`config.mk`:
```
export PLATFORM = sky130hd
export DESIGN_NAME = wb_arbiter
export DESIGN_NICKNAME = d
export VERILOG_FILES = /design/src/rtl/wb_pkg.sv /design/src/rtl/wb_fifo.sv /design/src/rtl/wb_arbiter.sv
export SDC_FILE = /design/constraint.sdc
export NUM_CORES = 1
export LEC_CHECK = 0
export BUFFER_PORTS_ARGS = -buffer_cell sky130_fd_sc_hd__buf_4
export CAP_MARGIN = 15
export CORE_MARGIN = 4
export CORE_UTILIZATION = 40
export CTS_CLUSTER_DIAMETER = 60
export DETAILED_ROUTE_END_ITERATION = 6
export GPL_ROUTABILITY_DRIVEN = 0
export PLACE_DENSITY_LB_ADDON = 0.1
export RECOVER_POWER = 25
export SYNTH_ARGS = -nofsm -noshare
export SYNTH_HDL_FRONTEND = slang
export SYNTH_SLANG_ARGS = --single-unit
```
`constraint.sdc`:
```
create_clock -name clk -period 2.6 [get_ports clk]
set_clock_uncertainty 0.15 [all_clocks]
set_input_delay 0.65 -clock clk [delete_from_list [all_inputs] [get_ports clk]]
set_output_delay 0.65 -clock clk [all_outputs]
set_load 0.005 [all_outputs]
```
`src/rtl/wb_pkg.sv`:
```
// rtl/wb_pkg.sv - shared widths, entry type and constants for the write-back merge stage
package wb_pkg;

    localparam int DATA_W = 32;
    localparam int ADDR_W = 5;

    typedef struct packed {
        logic [ADDR_W-1:0] rd;
        logic [DATA_W-1:0] data;
    } wb_entry_t;

    localparam logic [ADDR_W-1:0] REG_ZERO = '0;

endpackage

```
`src/rtl/wb_fifo.sv`:
```
// rtl/wb_fifo.sv - in-order FIFO for FP results that lost write-port arbitration
module wb_fifo
    import wb_pkg::*;
#(
    parameter int DEPTH = 4,
    localparam int PTR_W = $clog2(DEPTH),
    localparam int CNT_W = $clog2(DEPTH + 1)
) (
    input  logic                          clk,
    input  logic                          reset,
    input  logic                          push,
    input  wb_entry_t                     push_entry,
    input  logic                          pop,
    output wb_entry_t                     head,
    output logic [CNT_W-1:0]              count,
    output logic [DEPTH-1:0]              valid,
    output logic [DEPTH-1:0][ADDR_W-1:0]  entry_rd
);

    wb_entry_t        mem [DEPTH];
    logic [PTR_W-1:0] wr_ptr;
    logic [PTR_W-1:0] rd_ptr;

    always_ff @(posedge clk or negedge reset) begin
        if (!reset) begin
            wr_ptr <= '0;
            rd_ptr <= '0;
            count  <= '0;
        end else begin
            if (push)
                wr_ptr <= wr_ptr + PTR_W'(1);
            if (pop)
                rd_ptr <= rd_ptr + PTR_W'(1);
            case ({push, pop})
                2'b10:   count <= count + CNT_W'(1);
                2'b01:   count <= count - CNT_W'(1);
                default: count <= count;
            endcase
        end
    end

    // Storage needs no reset: validity comes purely from pointers and count.
    always_ff @(posedge clk) begin
        if (push)
            mem[wr_ptr] <= push_entry;
    end

    assign head = mem[rd_ptr];

    // Entry i is live when its distance from the head is below the count.
    always_comb begin
        valid    = '0;
        entry_rd = '0;
        for (int i = 0; i < DEPTH; i++) begin
            valid[i]    = {1'b0, PTR_W'(i) - rd_ptr} < count;
            entry_rd[i] = mem[i].rd;
        end
    end

endmodule

```
`src/rtl/wb_arbiter.sv`:
```
// rtl/wb_arbiter.sv - merges integer and FP results onto the register file write port
module wb_arbiter #(
    parameter int DATA_W = wb_pkg::DATA_W,
    parameter int ADDR_W = wb_pkg::ADDR_W,
    parameter int DEPTH  = 4,
    localparam int CNT_W = $clog2(DEPTH + 1)
) (
    input  logic              clk,
    input  logic              reset,
    input  logic              int_valid,
    input  logic [ADDR_W-1:0] int_rd,
    input  logic [DATA_W-1:0] int_data,
    input  logic              fp_valid,
    output logic              fp_ready,
    input  logic [ADDR_W-1:0] fp_rd,
    input  logic [DATA_W-1:0] fp_data,
    output logic              regWrite,
    output logic [ADDR_W-1:0] writeReg,
    output logic [DATA_W-1:0] writeData,
    input  logic [ADDR_W-1:0] query_rd,
    output logic              query_hit,
    output logic [CNT_W-1:0]  fifo_count
);

    wb_pkg::wb_entry_t            head;
    wb_pkg::wb_entry_t            fp_entry;
    logic [DEPTH-1:0]             fifo_valid;
    logic [DEPTH-1:0][ADDR_W-1:0] fifo_rd;
    logic                         ready_en;
    logic                         int_ok;
    logic                         fp_keep;
    logic                         fifo_empty;
    logic                         push;
    logic                         pop;

    // Holds fp_ready low through reset and releases it on the first edge after.
    always_ff @(posedge clk or negedge reset) begin
        if (!reset)
            ready_en <= 1'b0;
        else
            ready_en <= 1'b1;
    end

    assign fp_ready   = ready_en && (fifo_count < CNT_W'(DEPTH));
    assign int_ok     = int_valid && (int_rd != wb_pkg::REG_ZERO);
    assign fp_keep    = fp_valid && fp_ready && (fp_rd != wb_pkg::REG_ZERO);
    assign fifo_empty = (fifo_count == '0);
    assign push       = fp_keep && (int_ok || !fifo_empty);
    assign pop        = !int_ok && !fifo_empty;
    assign fp_entry   = '{rd: fp_rd, data: fp_data};

    wb_fifo #(.DEPTH(DEPTH)) u_fifo (
        .clk        (clk),
        .reset      (reset),
        .push       (push),
        .push_entry (fp_entry),
        .pop        (pop),
        .head       (head),
        .count      (fifo_count),
        .valid      (fifo_valid),
        .entry_rd   (fifo_rd)
    );

    always_ff @(posedge clk or negedge reset) begin
        if (!reset) begin
            regWrite  <= 1'b0;
            writeReg  <= '0;
            writeData <= '0;
        end else begin
            regWrite <= int_ok || !fifo_empty || fp_keep;
            if (int_ok) begin
                writeReg  <= int_rd;
                writeData <= int_data;
            end else if (!fifo_empty) begin
                writeReg  <= head.rd;
                writeData <= head.data;
            end else if (fp_keep) begin
                writeReg  <= fp_rd;
                writeData <= fp_data;
            end
        end
    end

    always_comb begin
        query_hit = fp_keep && (fp_rd == query_rd);
        for (int i = 0; i < DEPTH; i++) begin
            if (fifo_valid[i] && (fifo_rd[i] == query_rd))
                query_hit = 1'b1;
        end
    end

endmodule

```
After elaboration in Yosys (flattened, before gate mapping)
Memories as Yosys holds them, arrays and structs flattened.
Index checks and enable logic that the tools add are counted.
- muxes and demuxes: 13
- magnitude comparators: 5
- add/subtract/negate cells: 8
- equal/unequal tests: 8
- reduce and logical (&&, ||, !) cells: 19
- operators with widths (kind ; number):
    $mux 32 ; 3
    $eq 5x5->1 ; 5
    $mux 5 ; 3
    $lt 2x3->1 ; 4
    $logic_and 1x1->1 ; 11
    $reduce_bool 5->1 ; 2
    $mux 1 ; 6
    $pmux 3 s2 ; 1
    $add 2x1->2 const B ; 2
    $sub 1x2->2 const A ; 2
    $sub 2x2->2 const A ; 2
    $add 3x1->3 const B ; 1
    $logic_not 3->1 ; 1
    $lt 3x3->1 const B ; 1
    $ne 3x3->1 const B ; 1
    $sub 3x1->3 const B ; 1
    $eq 2x1->1 const B ; 1
    $eq 2x2->1 const B ; 1
    $logic_not 1->1 ; 2
    $logic_or 1x1->1 ; 2
    $reduce_bool 2->1 ; 1
- memory bits (writable): 148
- output and inout port bits: 43
- input bits: 83
- memories: 1
- flip-flop bits (word level): 46
- memories (name ; depth ; width ; rd ports ; clocked after Yosys merged registers in ; write ports ; line ; RTL):
    u_fifo.mem ; 4 ; 37 ; 5 ; 0 ; 1 ; wb_fifo.sv:20 ; wb_entry_t mem [DEPTH];

Depth between registers and ports, before layout
- depth after elaboration: 9
- mapped depth: 11
- depth with buffers taken out: 10

By module
From an unflattened synthesis, not the netlist that was laid out.
- cells, all modules: 601
- area, all modules: 8516.9 um^2
- by module, submodules not included (module ; times used ; seq. area each (um^2) ; cells an instance ; area an instance (um^2)):
    wb_fifo ; 1 ; 4619.4 ; 266 ; 6035.8
    wb_arbiter ; 1 ; 975.9 ; 335 ; 2481.1

Worst setup path before layout
Ideal clock, no wire load.
- path type: input to register
- start point: input int_valid
- end point: memory u_fifo.mem[0][0] (netlist bit), enable pin
- slack: -0.459 ns
- arrival: 2.511 ns
- stages: 5
- path buffers: 2
- setup time: 0.398 ns
- data required time: 2.052 ns
- path through: clkbuf_1 -> o21ai_1 -> buf_2 -> a21boi_1 -> and2_1
- word-level cells in the longest chain between the ends: 5
- ends and longest elaborated chain (element ; line ; RTL):
    from (decl) ; wb_arbiter.sv:10 ; input logic int_valid,
    $logic_and 1x1->1 ; wb_arbiter.sv:45 ; assign int_ok = int_valid && (int_rd != wb_pkg::REG_ZERO);
    $logic_or 1x1->1 ; wb_arbiter.sv:48 ; assign push = fp_keep && (int_ok || !fifo_empty);
    $logic_and 1x1->1 ; wb_arbiter.sv:48 ;
    $mux 1 ; wb_fifo.sv:44 ; if (push)
    $mux 1 (implied by the code) ; wb_fifo.sv:45 ; mem[wr_ptr] <= push_entry;
    to (decl) ; wb_fifo.sv:20 ;
Every way passes these cells.

Worst setup path in the final report
- start point: input fp_rd[3]
- end point: output query_hit
- word-level cells in the longest chain between the ends: 7
- ends and longest elaborated chain (element ; line ; RTL):
    from (decl) ; wb_arbiter.sv:15 ; input logic [ADDR_W-1:0] fp_rd,
    $reduce_bool 5->1 ; wb_arbiter.sv:46 ; assign fp_keep = fp_valid && fp_ready && (fp_rd != wb_pkg::REG_ZERO);
    $logic_and 1x1->1 ; wb_arbiter.sv:46 ;
    $logic_and 1x1->1 * ; wb_arbiter.sv:85 ; query_hit = fp_keep && (fp_rd == query_rd);
    $mux 1 * (4 in a row) ; wb_arbiter.sv:87 ; if (fifo_valid[i] && (fifo_rd[i] == query_rd))
    to (decl) ; wb_arbiter.sv:21 ; output logic query_hit,
Every way passes the cells marked *; elsewhere a longest branch is shown, timed or not.

==> flow_metrics.env <==
export IMPL_status="complete, but fails checks"
export IMPL_violations="negative setup slack"
export IMPL_cts_clk_slew_worst_paths_ns=0.07
export IMPL_cts_root_buf="clkbuf_16"
export IMPL_coreArea_mm2=0.0210
export IMPL_io_pins=126
export IMPL_drcViolationCount=0
export IMPL_antennaDiodeCount=0
export IMPL_worst_pin_slew_ns=0.674
export IMPL_wl_per_cell_um=19.8
export IMPL_yosysTopAreaCellShare=0.520
export IMPL_worst_setup_path_start_kind="primary input"
export IMPL_avgSynthCellArea_um2=14.6
export IMPL_sw_frac_of_total=0.329
export IMPL_timing_slew_headroom=0.550
export IMPL_synth_most_common_cell="edfxtp_1"
export IMPL_clockBufferDepth=2
export IMPL_fin_crit_ns=2.79
export IMPL_power_frac_comb=0.359
export IMPL_clkPwrFrac=0.247
export IMPL_setup_viol=1
export IMPL_cp_max_fo=5
export IMPL_rsz0062_at_grt="yes"
export IMPL_powerDensity_mw_per_mm2=992
export IMPL_synth_edf_count=148
export IMPL_synth_common_cells="edfxtp_1 (148), nand2_1 (67), dfrtp_1 (46)"
export IMPL_grt_pass1_wl_um=31400
export IMPL_fin_setup_tns_ns=-0.189
export IMPL_regArea_mm2=0.00560
export IMPL_die_area_mm2=0.0238
export IMPL_path_class="primary input to primary output"
export IMPL_synth_distinct_cells=38
export IMPL_slew_violations=0
export IMPL_clk_insertion_delay_late_ns=0.43
export IMPL_ys_dominant_reg_cell="edfxtp_1"
export IMPL_layout_setup_ws_ns=-0.189
export IMPL_final_hold_violation_count=0
export IMPL_dp_cells=982
export IMPL_cts_tree="built"
export IMPL_grt_max_degree=47
export IMPL_max_freq_ghz=0.359
export IMPL_cts_max_level=4
export IMPL_endpoint_kind="primary output"
export IMPL_multi_input_area_mm2=0.00281
export IMPL_ys_warn_count=0
export IMPL_wirelength_um=20100
export IMPL_final_core_util=0.508
export IMPL_stdcell_count=1017
export IMPL_start_util=0.407
export IMPL_cp_arrival_ns=1.99
export IMPL_port_buffers=125
export IMPL_grtUsageTotal=0.170
export IMPL_syn_area_mm2=0.00855
export IMPL_maxCapViolations=0
export IMPL_dr_pass1_iters=5
export IMPL_syn_nets=679
export IMPL_ant_nets=0
export IMPL_cts_sinks=194
export IMPL_yosysTopAreaCell="edfxtp_1"
export IMPL_cts_buffers_inserted=17
export IMPL_ys_ff_latch=194
export IMPL_layout_drive_gt1_share=0.404
export IMPL_synthCells=586
export IMPL_leakagePower_uw=0.00386
export IMPL_grt_overflow=0
export IMPL_p_int_uw=7110
export IMPL_dp_hpwl_um=13000
export IMPL_area_growth_pct=24.8
export IMPL_ir_drop_uv=600
export IMPL_antenna_found_initial=0
export IMPL_synth_seq_area_share=0.654
export IMPL_hp_class="primary input to asynchronous set/reset pin"
export IMPL_drt_iter0_drc=288
export IMPL_num_vias=5274
export IMPL_rows=53
export IMPL_fillCellCount=1818
export IMPL_p_sw_uw=3480
export IMPL_fin_total_pwr_uw=10600
export IMPL_synth_area_leaders="edfxtp_1 (52%), dfrtp_1 (13%), mux4_2 (9.7%)"
export IMPL_cp_required_ns=1.80
export IMPL_p_seq_frac=0.394
export IMPL_cts_hold_buf=0
export IMPL_async_flop_share=0.237
export IMPL_die_width_um=154
export IMPL_drt_vias_per_instance=5.19
export IMPL_first_global_vias=5567
export IMPL_nets=822
export IMPL_die_y_um=154
export IMPL_timing_final_crit_share=1.07
path summary, 6_finish.rpt:
check                      cells after the start           endpoint  slack [ns]       startpoint
max                                            7          query_hit       -0.19         fp_rd[3]
max in group asynchronous                      1   u_fifo.rd_ptr[0]        1.71            reset
min                                            1       writeData[7]        0.10            reset
min reg2reg                                    2      writeData[20]        0.38    writeData[20]
min in group clk                               1  u_fifo.mem[0][23]        0.30      fp_data[23]
max reg2reg                                   11    u_fifo.count[2]        0.22  u_fifo.count[2]
power groups by stage:
stage	clock network, uW	logic, uW	registers [uW]
2_1_floorplan	0	2270	4190
3_3_place_gp	0	3640	4210
3_5_place_dp	0	3670	4230
4_1_cts	2670	3730	4170
5_1_grt	2800	4200	4240
6_report	2610	3800	4180
stage by stage:
stage / setup WS (ns) / instance area (um^2) / hold WS, ns
2_1_floorplan: -0.227 / 8590 / 0.204
3_3_place_gp: -0.313 / 10100 / 0.353
3_5_place_dp: -0.356 / 10100 / 0.367
4_1_cts: -0.218 / 10700 / 0.126
5_1_grt: -0.279 / 10700 / 0.145
6_report: -0.189 / 10700 / 0.101
worst max-delay path: stages:
cell	delay [ns]
buf_4	0.11
or4_4	0.52
o211a_4	0.25
buf_6	0.13
nand4_1	0.07
nand4_1	0.10
buf_4	0.15
metal layers:
metal | global-route usage | vias to the layer above | wire, um
li1 | - | 2441 | -
met1 | 0.228 | 2661 | 8940
met2 | 0.281 | 148 | 9810
met3 | 0.0375 | 24 | 1120
met4 | 0.0509 | 0 | 246
met5 | 0 | - | 0
final cells by class:
type                       count  share of cell area
multi-input combinational    343               0.263
sequential                   194               0.524
inverter                      11             0.00410
timing repair buffer         162               0.120
clock inverter                15              0.0159
tap                          275              0.0322
clock buffer                  17              0.0398
kinds of logic after synthesis:
kind of cell,count (synthesis),synth area share
other,1,0.000438
AO/OA/AOI/OAI,92,0.0725
flip-flops,194,0.654
multiplexers,37,0.0974
AND/OR/NAND/NOR,171,0.0974
XOR/XNOR,32,0.0328
adder cells (fa/ha/maj),10,0.0155
buffers and inverters,49,0.0298
what timing repair did:
item | CTS | global route
cloned | 0 | 1
setup buffers | 2 | 0
gates resized for setup | 4 | 10
endpoints found under the setup margin | 1 | 2
pin swaps | 4 | 4
placed cells by master (no fill, tap or decap), types with 15 or more instances in the layout:
| cell | count |
|---|---|
| nor2_2 | 36 |
| o21ai_0 | 38 |
| nand3_1 | 33 |
| xor2_1 | 15 |
| xnor2_1 | 16 |
| dfrtp_1 | 44 |
| edfxtp_1 | 148 |
| clkbuf_1 | 27 |
| mux4_2 | 37 |
| clkbuf_16 | 18 |
| nor2_1 | 15 |
| buf_4 | 121 |
| a21oi_2 | 34 |
| nand2_1 | 67 |
sequential cells by signal, indices dropped and copies added, names as in the netlist:
register / flops
regWrite: 1
writeData: 32
u_fifo.count: 3
u_fifo.rd_ptr: 2
u_fifo.wr_ptr: 2
ready_en: 1
writeReg: 5
u_fifo.mem: 148
Power figures use the tool's default switching activity.
